===== config.mk =====
export PLATFORM = sky130hd
export DESIGN_NAME = reg_rename_ctrl
export DESIGN_NICKNAME = d
export VERILOG_FILES = /design/src/rtl/rename_pkg.sv /design/src/rtl/rename_inflight_buf.sv /design/src/rtl/reg_rename_ctrl.sv
export SDC_FILE = /design/constraint.sdc
export NUM_CORES = 1
export LEC_CHECK = 0
export CORE_ASPECT_RATIO = 0.5
export CORE_MARGIN = 2
export CORE_UTILIZATION = 37
export CTS_BUF_LIST = sky130_fd_sc_hd__clkbuf_16
export DETAILED_ROUTE_END_ITERATION = 12
export PLACE_DENSITY = 0.56
export SLEW_MARGIN = 30
export SYNTH_ARGS = -nofsm -noshare
export SYNTH_HDL_FRONTEND = slang
export SYNTH_HIERARCHICAL = 1
export SYNTH_SLANG_ARGS = --single-unit

===== constraint.sdc =====
create_clock -name clock -period 5.7 [get_ports clock]
set_input_delay 0.855 -clock clock [delete_from_list [all_inputs] [get_ports clock]]
set_output_delay 0.855 -clock clock [all_outputs]
set_load 0.02 [all_outputs]

===== src/rtl/rename_pkg.sv =====
// Shared types for the rename-stage free-list controller:
// architectural constants, controller states and the in-flight entry.
package rename_pkg;

  localparam int ARCH_REGS = 32;
  localparam int ARCH_W    = 5;
  localparam int PRF_W     = 7;

  typedef enum logic [1:0] {
    INIT,
    RUN,
    WALK
  } state_t;

  // One uncommitted allocation at the default physical width.
  typedef struct packed {
    logic [ARCH_W-1:0] rd;
    logic [PRF_W-1:0]  prd;
    logic [PRF_W-1:0]  old_prd;
  } inflight_ent_t;

endpackage


===== src/rtl/rename_inflight_buf.sv =====
// Circular in-flight buffer: push/pop-youngest at the tail, pop-oldest
// at the head. Ports: clock, reset_n, push, head_pop, tail_pop, data, count.
module rename_inflight_buf #(
  parameter int DEPTH = 16,
  parameter int WIDTH = 19
) (
  input  logic                     clock,
  input  logic                     reset_n,
  input  logic                     push,
  input  logic [WIDTH-1:0]         push_data,
  input  logic                     head_pop,
  input  logic                     tail_pop,
  output logic [WIDTH-1:0]         head_data,
  output logic [WIDTH-1:0]         tail_data,
  output logic [$clog2(DEPTH):0]   count
);

  localparam int AW = $clog2(DEPTH);
  localparam int CW = AW + 1;

  logic [WIDTH-1:0] mem [DEPTH];
  logic [AW-1:0]    head;
  logic [AW-1:0]    tail;

  // tail points at the next free slot; the youngest entry sits just below.
  assign head_data = mem[head];
  assign tail_data = mem[tail - AW'(1)];

  always_ff @(posedge clock) begin
    if (push) begin
      mem[tail] <= push_data;
    end
  end

  always_ff @(posedge clock) begin
    if (!reset_n) begin
      head  <= '0;
      tail  <= '0;
      count <= '0;
    end else begin
      head  <= head + AW'(head_pop);
      tail  <= tail + AW'(push) - AW'(tail_pop);
      count <= count + CW'(push)
             - CW'(head_pop) - CW'(tail_pop);
    end
  end

endmodule


===== src/rtl/reg_rename_ctrl.sv =====
// Rename controller: owns the RAT, allocates from the free list, frees on
// commit and walks back uncommitted allocations on flush. Ports: ren_*, cmt_*, fl_*.
module reg_rename_ctrl
  import rename_pkg::*;
#(
  parameter int REG_FILE_ADDR_WIDTH = PRF_W,
  parameter int INFLIGHT_DEPTH      = 16
) (
  input  logic                                  clock,
  input  logic                                  reset_n,
  input  logic                                  ren_valid,
  output logic                                  ren_ready,
  input  logic [4:0]                            ren_rd,
  input  logic [4:0]                            ren_rs1,
  input  logic [4:0]                            ren_rs2,
  input  logic                                  ren_has_rd,
  output logic [REG_FILE_ADDR_WIDTH-1:0]        ren_prs1,
  output logic [REG_FILE_ADDR_WIDTH-1:0]        ren_prs2,
  output logic [REG_FILE_ADDR_WIDTH-1:0]        ren_prd,
  output logic [REG_FILE_ADDR_WIDTH-1:0]        ren_old_prd,
  input  logic                                  cmt_valid,
  output logic                                  cmt_ready,
  input  logic                                  flush,
  output logic                                  busy,
  output logic [$clog2(INFLIGHT_DEPTH):0]       inflight_count,
  output logic                                  fl_take,
  input  logic [REG_FILE_ADDR_WIDTH-1:0]        fl_free_reg,
  input  logic                                  fl_empty,
  output logic                                  fl_freed,
  output logic [REG_FILE_ADDR_WIDTH-1:0]        fl_freed_reg
);

  localparam int W  = REG_FILE_ADDR_WIDTH;
  localparam int D  = INFLIGHT_DEPTH;
  localparam int CW = $clog2(D) + 1;
  localparam int EW = ARCH_W + 2 * W;

  typedef struct packed {
    logic [ARCH_W-1:0] rd;
    logic [W-1:0]      prd;
    logic [W-1:0]      old_prd;
  } ent_t;

  state_t         state;
  logic [W-1:0]   rat [ARCH_REGS];
  ent_t           push_ent;
  ent_t           head_ent;
  ent_t           tail_ent;
  logic [CW-1:0]  count;
  logic           run;
  logic           walk;
  logic           alloc;
  logic           ren_fire;
  logic           cmt_fire;
  logic           push;

  // Gating on reset_n keeps every output quiet while reset is held.
  assign run   = reset_n && (state == RUN);
  assign walk  = reset_n && (state == WALK);
  assign alloc = ren_has_rd && (ren_rd != '0);

  assign ren_ready = run && !flush
                  && (!alloc || (!fl_empty && count < CW'(D)));
  assign ren_fire  = ren_valid && ren_ready;
  assign push      = ren_fire && alloc;

  assign cmt_ready = run && (count != '0);
  assign cmt_fire  = cmt_valid && cmt_ready;

  assign ren_prs1 = (run && ren_rs1 != '0) ? rat[ren_rs1] : '0;
  assign ren_prs2 = (run && ren_rs2 != '0) ? rat[ren_rs2] : '0;
  assign ren_old_prd = run ? rat[ren_rd] : '0;
  assign ren_prd  = (run && alloc) ? fl_free_reg : '0;
  assign fl_take  = push;

  assign busy           = !reset_n || (state != RUN);
  assign inflight_count = reset_n ? count : '0;

  // Commit (RUN) and walk (WALK) are exclusive by state.
  assign fl_freed = cmt_fire || walk;

  always_comb begin
    fl_freed_reg = '0;
    unique case (1'b1)
      cmt_fire: fl_freed_reg = head_ent.old_prd;
      walk:     fl_freed_reg = tail_ent.prd;
      default:  fl_freed_reg = '0;
    endcase
  end

  assign push_ent = '{
    rd:      ren_rd,
    prd:     fl_free_reg,
    old_prd: rat[ren_rd]
  };

  rename_inflight_buf #(
    .DEPTH (D),
    .WIDTH (EW)
  ) u_buf (
    .clock     (clock),
    .reset_n   (reset_n),
    .push      (push),
    .push_data (push_ent),
    .head_pop  (cmt_fire),
    .tail_pop  (walk),
    .head_data (head_ent),
    .tail_data (tail_ent),
    .count     (count)
  );

  always_ff @(posedge clock) begin
    if (!reset_n) begin
      state <= INIT;
      for (int i = 0; i < ARCH_REGS; i++) begin
        rat[i] <= W'(i);
      end
    end else begin
      unique case (state)
        INIT: state <= RUN;
        RUN: begin
          if (push) begin
            rat[ren_rd] <= fl_free_reg;
          end
          // A same-cycle commit retires before the walk is sized.
          if (flush && (count - CW'(cmt_fire)) != '0) begin
            state <= WALK;
          end
        end
        WALK: begin
          rat[tail_ent.rd] <= tail_ent.old_prd;
          if (count == CW'(1)) begin
            state <= RUN;
          end
        end
        default: state <= INIT;
      endcase
    end
  end

endmodule


# After elaboration in Yosys (flattened, before gate mapping)
# Memories as Yosys holds them, arrays and structs flattened. A register that Yosys moved wholly into a read port is not among the register bits.
# Cells that the tools add are included.
# totals
mem_bits_rw	528
n_memories	2
out_inout_bits	45
ff_bits	15
# mem_list
name	depth	width	read_ports	rd_clocked_by_memory_dff	write_ports	line	source
u_buf.mem	16	19	2	1	1	rename_inflight_buf.sv:21	logic [WIDTH-1:0] mem [DEPTH];
rat	32	7	3	0	32	reg_rename_ctrl.sv:45	logic [W-1:0] rat [ARCH_REGS];
# op_classes
add_sub_neg	8
eq_ne	6
n_reduce_logical	30
muxes	25
order_cmp	1
# ops
op	n
2-to-1 mux 7 bit	6
nonzero test 5 bit	5
2-to-1 mux 5 bit	3
subtractor 5 x 1 -> 5 bit	3
logical AND 1 bit	14
one-hot mux 7 bit (2 select lines)	1
OR reduction 7 bit	2
2-to-1 mux 1 bit	11
adder 4 x 1 -> 4 bit	2
inequality test 2 x 1 -> 1 bit, second input constant	3
one-hot mux 2 bit (3 select lines)	1
adder 5 x 1 -> 5 bit	1
equality test 5 x 1 -> 1 bit, second input constant	1
< comparator 5 bit, second input constant	1
logical NOT 1 bit	4
2-to-1 mux 2 bit	2
2-to-1 mux 4 bit	1
subtractor 4 x 1 -> 4 bit	1
subtractor 4 x 1 -> 4 bit, second input constant	1
logical OR 1 bit	3
equality test 2 x 1 -> 1 bit, second input constant	1
equality test 2 bit, second input constant	1
logical NOT 2 bit	1
AND reduction 2 bit	1

# Logic depth before layout (Yosys ltp)
# Gate-level depths: netlist of the first run.
# depth
word_depth	14
depth_mapped	17
mapped_depth_nobuf	14

# By module
# Netlist of the first run, hierarchy kept.
# modules_own_cells
module	area_per_inst_um2	seq_area_each_um2	cells_per_inst	instances
reg_rename_ctrl	14804.2	6766.5	1071	1
rename_inflight_buf	14771.7	9389.0	720	1

# Least setup slack after synthesis of the first run
# No wires, ideal clock.
# synth_timing
path_kind	input-to-reg
from	in ren_rd[2]
to	reg u_buf.count[3]
t_required_ns	5.585
path_buffers	1
setup_slack_ns	1.254
setup_ns	0.115
arrival_ns	4.331
path_stages	11
cell_sequence	buf_6 > or4_4 > o21ai_0 > nor2_1 > nor4b_1 > ha_1 > ha_1 > inv_1 > fa_1 > xnor2_1 > and2_1
# synth_via
elab_chain_len	10
# synth_lines
element	line	source
from (decl)	reg_rename_ctrl.sv:13	input logic [4:0] ren_rd,
nonzero test 5 bit (*)	reg_rename_ctrl.sv:60	assign alloc = ren_has_rd && (ren_rd != '0);
logical AND 1 bit (*)	reg_rename_ctrl.sv:60	
logical NOT 1 bit	reg_rename_ctrl.sv:63	&& (!alloc || (!fl_empty && count < CW'(D)));
logical OR 1 bit	reg_rename_ctrl.sv:63	
logical AND 1 bit	reg_rename_ctrl.sv:63	
logical AND 1 bit	reg_rename_ctrl.sv:64	assign ren_fire = ren_valid && ren_ready;
logical AND 1 bit (*)	reg_rename_ctrl.sv:65	assign push = ren_fire && alloc;
named net fl_take	reg_rename_ctrl.sv:26	output logic fl_take,
adder 5 x 1 -> 5 bit (*)	rename_inflight_buf.sv:43	count <= count + CW'(push)
subtractor 5 x 1 -> 5 bit (*) (2 in a row)	rename_inflight_buf.sv:44	- CW'(head_pop) - CW'(tail_pop);
to (signal assigned)	rename_inflight_buf.sv:43	
to (decl)	rename_inflight_buf.sv:15	output logic [$clog2(DEPTH):0] count
# Mark *: on every way through the listed nets, which the timed path passes. The rest lies on a longest branch.
# A chain may end at the register's enable or synchronous reset.

==> results by group, run 1 <==
Final layout
  – Design area: 32200 sq um
  – Final net count: 1845
  – Antenna diode count: 0
  – Non-Filler Instances: 2854
  – End-of-flow core utilization: 0.427
  – Fillers: 6725
  – Area grow syn2layout: 13.9%
  – Flip-flop and latch area: 16200 sq um
  – Area of the multi-input gates: 11100 sq um
  – Share of layout cells above drive strength 1: 0.300

Worst setup path
  – R2r setup slk: 1.38 ns
  – Worst endpoint required time: 4.85 ns
  – CP max stage delay: 0.64 ns
  – Critical-path cell list: inv_1 > ha_4 > xor2_4 > buf_12 > mux4_2 > mux2i_1 > mux2i_1 > a22o_1 > clkdlybuf4s50_1
  – Arr. time, crit path: 3.91 ns
  – Path type of the worst setup path: register to primary output
  – CP Max Fanout: 52
  – Most used cell, CP: mux2i_1
  – CP Launch Type: register
  – Setup crit end kind: primary output
  – Crit-path slowest cell: clkdlybuf4s50_1

Place
  – Cell total after placement: 2759
  – Final GP Congestion: 0.947
  – Worst slack at placement: 0.944 ns
  – Area after DPL: 30400 sq um
  – Count of input and output buffers: 73
  – Dpl hpwl: 55700 um

Floorplanning
  – Starting Density: 0.375
  – Chip width: 395 um
  – Row cnt: 71
  – Core area: 75300 sq um
  – Top Ports: 74
  – Die Span Y: 199 um
  – Die ar.: 78600 sq um

Clock tree
  – Num CTS Buffers: 52
  – # Post-CTS Setup Buffers: 0
  – Clk slew on worst S/H paths: 0.06 ns
  – Clock buffer depth: 3
  – Clock latency at the later pin of the worst-skew pair: 0.63 ns
  – Post_cts resized: 0
  – Root Buffer: clkbuf_16
  – Post-CTS Hold Fix Bufs: 0
  – Number of H-tree levels: 2
  – CTS sink cnt: 543
  – CTS tree: built

Global routing
  – Grt total ovfl: 0
  – First-pass GRT wire length: 122000 um
  – Largest net degree at the start of global routing: 58
  – Initial antenna violation count: 3
  – GR Util All Layers: 0.215
  – Vias in the first global route: 16900

STA
  – Final setup vio count: 0
  – Minimum clock period: 4.76 ns
  – Period utilisation layout: 0.836
  – Fin. max-slew vios: 0
  – RSZ-0062 raised after global routing: false
  – Slew margin rel.: 0.354
  – Clock skew: 0.0261 ns
  – Worst hold slack: 0.637 ns
  – Final worst-path setup slack: 0.936 ns
  – Setup TNS Final: 0 ns
  – Slew @ Worst Pin: 0.948 ns
  – Maximum clock rate: 210 MHz
  – Hold Fails Final Rpt: 0

Power and ir drop
  – Pwr/cell area: 310 nW/um^2
  – Leak Pwr: 10.0 nW
  – Worst vdd ir: 215 uV
  – Power, Total: 9.97 mW

Logic synthesis
  – Mapped Nets: 1752
  – Synth warn: 6
  – Syn Inst Count: 1698
  – Average cell area after synthesis: 16.6 sq um
  – Mapped Area: 28200 sq um

Detailed routing
  – Post-route DRC: 0
  – WL per Instance: 29.6 um
  – Via density: 6.01
  – Routed WL: 84400 um
  – Detail Route Antenna Nets: 0
  – Via count: 17100
  – DRT Pass-1 Iters: 6
  – Drt initial violations: 1891

Outcome
  – Outcome: completed

Worst hold path
  – Hold Crit Class: register to register

Flow run
  – MaxCap Viol Count: 0
[state kept, by name (all words and copies together) (netlist names)]
register	cells
u_buf/tail	4
u_buf/head	4
u_buf/mem	304
state	2
u_buf/count	5
rat	224
[report_power, final]
| part | total, mW | switching [mW] | internal (mW) | leakage (nW) |
|---|---|---|---|---|
| combinational | 1.94 | 1.14 | 0.800 | 4.32 |
| sequential | 4.52 | 0.0654 | 4.45 | 4.88 |
| clock | 3.51 | 1.58 | 1.93 | 0.851 |
| total | 9.97 | 2.79 | 7.18 | 10.0 |
[cell usage in the layout, fill, tap and decap left out, types with 21 or more instances in the layout]
cell type and count:
clkbuf_16 53, inv_1 29, clkdlybuf4s50_1 62, nand2_1 29
ha_1 21, mux2_2 26, o21ai_0 23, mux2i_1 121
and2_1 28, buf_4 133, nor2_1 25, a22o_1 21
nor3_1 147, edfxtp_1 528, nand3_1 76, mux4_2 250
[final cells by class]
type,instances,share of cell area
clock buffer,53,0.0413
clock inverter,42,0.0119
inverter,22,0.00257
multi-input combinational,963,0.346
sequential,543,0.503
tap,1022,0.0398
timing repair buffer,209,0.0553
[worst max-delay path: cells and delay by family, from the launching register on]
kind,cells,cell delay (ns)
AO/OA/AOI/OAI,1,0.31
XOR/XNOR,1,0.34
adder cells (fa/ha/maj),1,0.23
buffers and inverters,3,1.21
flip-flops,1,0.44
multiplexers,3,0.70
[metal layers]
layer / global-route usage / routed length, um / vias to the layer above
li1: - / - / 7229
met2: 0.347 / 39900 / 710
met4: 0.0614 / 2260 / 0
met5: 0 / 0 / -
met1: 0.307 / 36400 / 9094
met3: 0.0282 / 5730 / 115
[final timing paths]
path | startpoint | to | cells past startpoint
hold / removal | u_buf/head[3] | u_buf/head[3] | 2
setup reg to reg | u_buf/tail[1] | rat[8][1] | 11
hold reg to reg | u_buf/head[3] | u_buf/head[3] | 2
setup / recovery | u_buf/tail[1] | fl_freed_reg[1] | 9
(Power assumes the default switching activity.)
==> inputs of run 2 (changes only) <==
- clock period: 5.7 -> 4.8 ns (I/O delays scaled with it)
==> results by group, run 2 (synthesis results as in run 1) <==
STA
  – Fin. max-slew vios: 0 (unchanged)
  – Hold Fails Final Rpt: 0 (unchanged)
  – Worst hold slack: 0.632 ns (-0.00511 ns)
  – Period utilisation layout: 0.925
  – RSZ-0062 raised after global routing: false
  – Slew @ Worst Pin: 1.01 ns (+0.0583 ns)
  – Maximum clock rate: 225 MHz
  – Minimum clock period: 4.44 ns
  – Final setup vio count: 0 (unchanged)
  – Slew margin rel.: 0.328 (-0.0267)
  – Clock skew: 0.0183 ns (-0.00778 ns)
  – Setup TNS Final: 0 ns (unchanged)
  – Final worst-path setup slack: 0.359 ns (-0.577 ns)

Power and ir drop
  – Int Pwr: 8.42 mW (+17%)
  – Clock Power Share: 0.340 (-0.012)
  – Combinational Power Share: 0.201 (+0.006)
  – Net Sw Frac: 0.280 (+0.000538)
  – Flop pwr share: 0.459 (+0.006)
  – P_sw: 3.28 mW (+18%)
  – Worst vdd ir: 244 uV (+13%)
  – Leak Pwr: 10.3 nW (+2.0%)
  – Pwr/cell area: 361 nW/um^2 (+16%)

Global routing
  – Initial antenna violation count: 2 (-1)
  – GR Util All Layers: 0.215 (-0.000318)
  – Vias in the first global route: 17000 (+1.0%)
  – Largest net degree at the start of global routing: 80 (+38%)
  – Grt total ovfl: 0 (unchanged)
  – First-pass GRT wire length: 122000 um (+0.34%)

Detailed routing
  – WL per Instance: 29.2 um (-1.2%)
  – DRT Pass-1 Iters: 6 (unchanged)
  – Detail Route Antenna Nets: 0 (unchanged)
  – Drt initial violations: 2000 (+5.8%)
  – Via density: 5.93 (-1.2%)
  – Post-route DRC: 0 (unchanged)
  – Routed WL: 84400 um (+0.10%)
  – Via count: 17200 (+0.093%)

Clock tree
  – CTS tree: built
  – Clock buffer depth: 3 (unchanged)
  – Num CTS Buffers: 52 (unchanged)
  – CTS sink cnt: 543 (unchanged)
  – # Post-CTS Setup Buffers: 0 (unchanged)
  – Number of H-tree levels: 2 (unchanged)
  – Clk slew on worst S/H paths: 0.06 ns (about the same)
  – Post-CTS Hold Fix Bufs: 0 (unchanged)
  – Clock latency at the later pin of the worst-skew pair: 0.62 ns (about the same)
  – Root Buffer: clkbuf_16
  – Post_cts resized: 0 (unchanged)

Final layout
  – Area grow syn2layout: 14.9%
  – Non-Filler Instances: 2892 (+1.3%)
  – Biggest regs: u_buf/mem: 304 flops, rat: 224 flops, u_buf/count: 5 flops
  – Fillers: 6728 (+0.045%)
  – Area of the multi-input gates: 11100 sq um (about the same)
  – Max reg flops: 304 (unchanged)
  – Most common cell after layout, fill and taps aside: edfxtp_1
  – Flip-flop and latch area: 16200 sq um (about the same)
  – Design area: 32400 sq um (+0.88%)
  – Commonest non-fill, non-tap cells in the layout: edfxtp_1, mux4_2, buf_4
  – Final net count: 1881 (+2.0%)
  – Top reg by flops: u_buf/mem
  – Share of layout cells above drive strength 1: 0.307 (+0.00707)

Place
  – Dpl hpwl: 57500 um (+3.3%)
  – Area after DPL: 30800 sq um (+1.3%)
  – Final GP Congestion: 0.979 (+3.4%)
  – Count of input and output buffers: 73 (unchanged)
  – Cell total after placement: 2795 (+1.3%)
  – Worst slack at placement: 0.372 ns (-0.572 ns)

Worst setup path
  – CP Max Fanout: 19 (-63%)
  – R2r setup slk: 0.76 ns (-0.62 ns)
  – Path type of the worst setup path: register to primary output
  – CP Launch Type: register
  – Setup crit end kind: primary output
  – Most used cell, CP: mux2i_1
  – Crit-path slowest cell: clkdlybuf4s50_1
  – Reg2Reg Depth: 12 (+1)
  – Worst endpoint required time: 4.08 ns (-0.77 ns)
  – CP max stage delay: 0.64 ns (about the same)
  – Arr. time, crit path: 3.72 ns (-0.19 ns)
  – Critical-path cell list: inv_1 > ha_4 > buf_4 > mux4_2 > mux2i_1 > mux2i_1 > a22o_1 > clkdlybuf4s50_1

Floorplanning
  – Top Ports: 74 (unchanged)
  – Starting Density: 0.375 (unchanged)
  – Row cnt: 71 (unchanged)
  – Chip width: 395 um (unchanged)
  – Core area: 75300 sq um (unchanged)
  – Die ar.: 78600 sq um (unchanged)
  – Die Span Y: 199 um (unchanged)

Worst hold path
  – Hold path cells: 2 (unchanged)
  – Hold Crit Class: register to register

Outcome
  – Outcome: completed

Flow run
  – MaxCap Viol Count: 0 (unchanged)
run 2: cell types whose count changed in the layout (fill, tap and decap cells not counted), moves of 2 or more:
| cell | change |
|---|---|
| buf_4 | +26 |
| buf_12 | +9 |
| clkinv_1 | +6 |
| inv_1 | +5 |
| clkinvlp_4 | -4 |
| clkinv_2 | -3 |
| bufinv_16 | -2 |
| clkinv_4 | -2 |
| diode_2 | +2 |
run 2: worst max-delay path: cells and delay by family, from the launching register on:
family / cells / cell delay [ns]
flops: 1 / 0.45
fa+ha+maj: 1 / 0.56
buf+inv: 3 / 1.13
mux: 3 / 0.64
compound gates: 1 / 0.31
run 2: area by class of cell:
cell class | count | area share
Multi-Input combinational cell | 963 | 0.343
Tap cell | 1022 | 0.0394
Timing Repair Buffer | 245 | 0.0669
Inverter | 22 | 0.00255
Sequential cell | 543 | 0.498
Antenna cell | 2 | 0.000154
Clock inverter | 43 | 0.00926
Clock buffer | 52 | 0.0401
run 2: final timing paths:
path / to / from
setup / recovery: fl_freed_reg[3] / u_buf/tail[1]
hold / removal: u_buf/head[3] / u_buf/head[3]
setup reg to reg: rat[14][5] / u_buf/tail[1]
hold reg to reg: u_buf/head[3] / u_buf/head[3]
run 2: power by group through the flow:
stage               Clock, mW  Combinational (mW)  Sequential [mW]
global route             4.23                2.49             5.37
floorplan                   0                1.50             5.43
detailed placement          0                2.35             5.46
finish                   3.98                2.35             5.37
global placement            0                2.35             5.46
CTS                      4.06                2.36             5.36
run 2: metal layers:
layer	share of wire	vias up	wire length, um	GRT usage
met4	0.030	2	2570	0.0660
met3	0.073	116	6150	0.0351
met2	0.46	724	39200	0.342
met1	0.43	9028	36500	0.303
li1	-	7294	-	-
met5	0.00015	-	13	0
run 2: through the flow:
stage	utilization	power, mW
6_report	0.431	11.7
5_1_grt	0.430	12.1
4_1_cts	0.430	11.8
3_5_place_dp	0.409	7.82
3_3_place_gp	0.409	7.81
2_1_floorplan	-	6.93
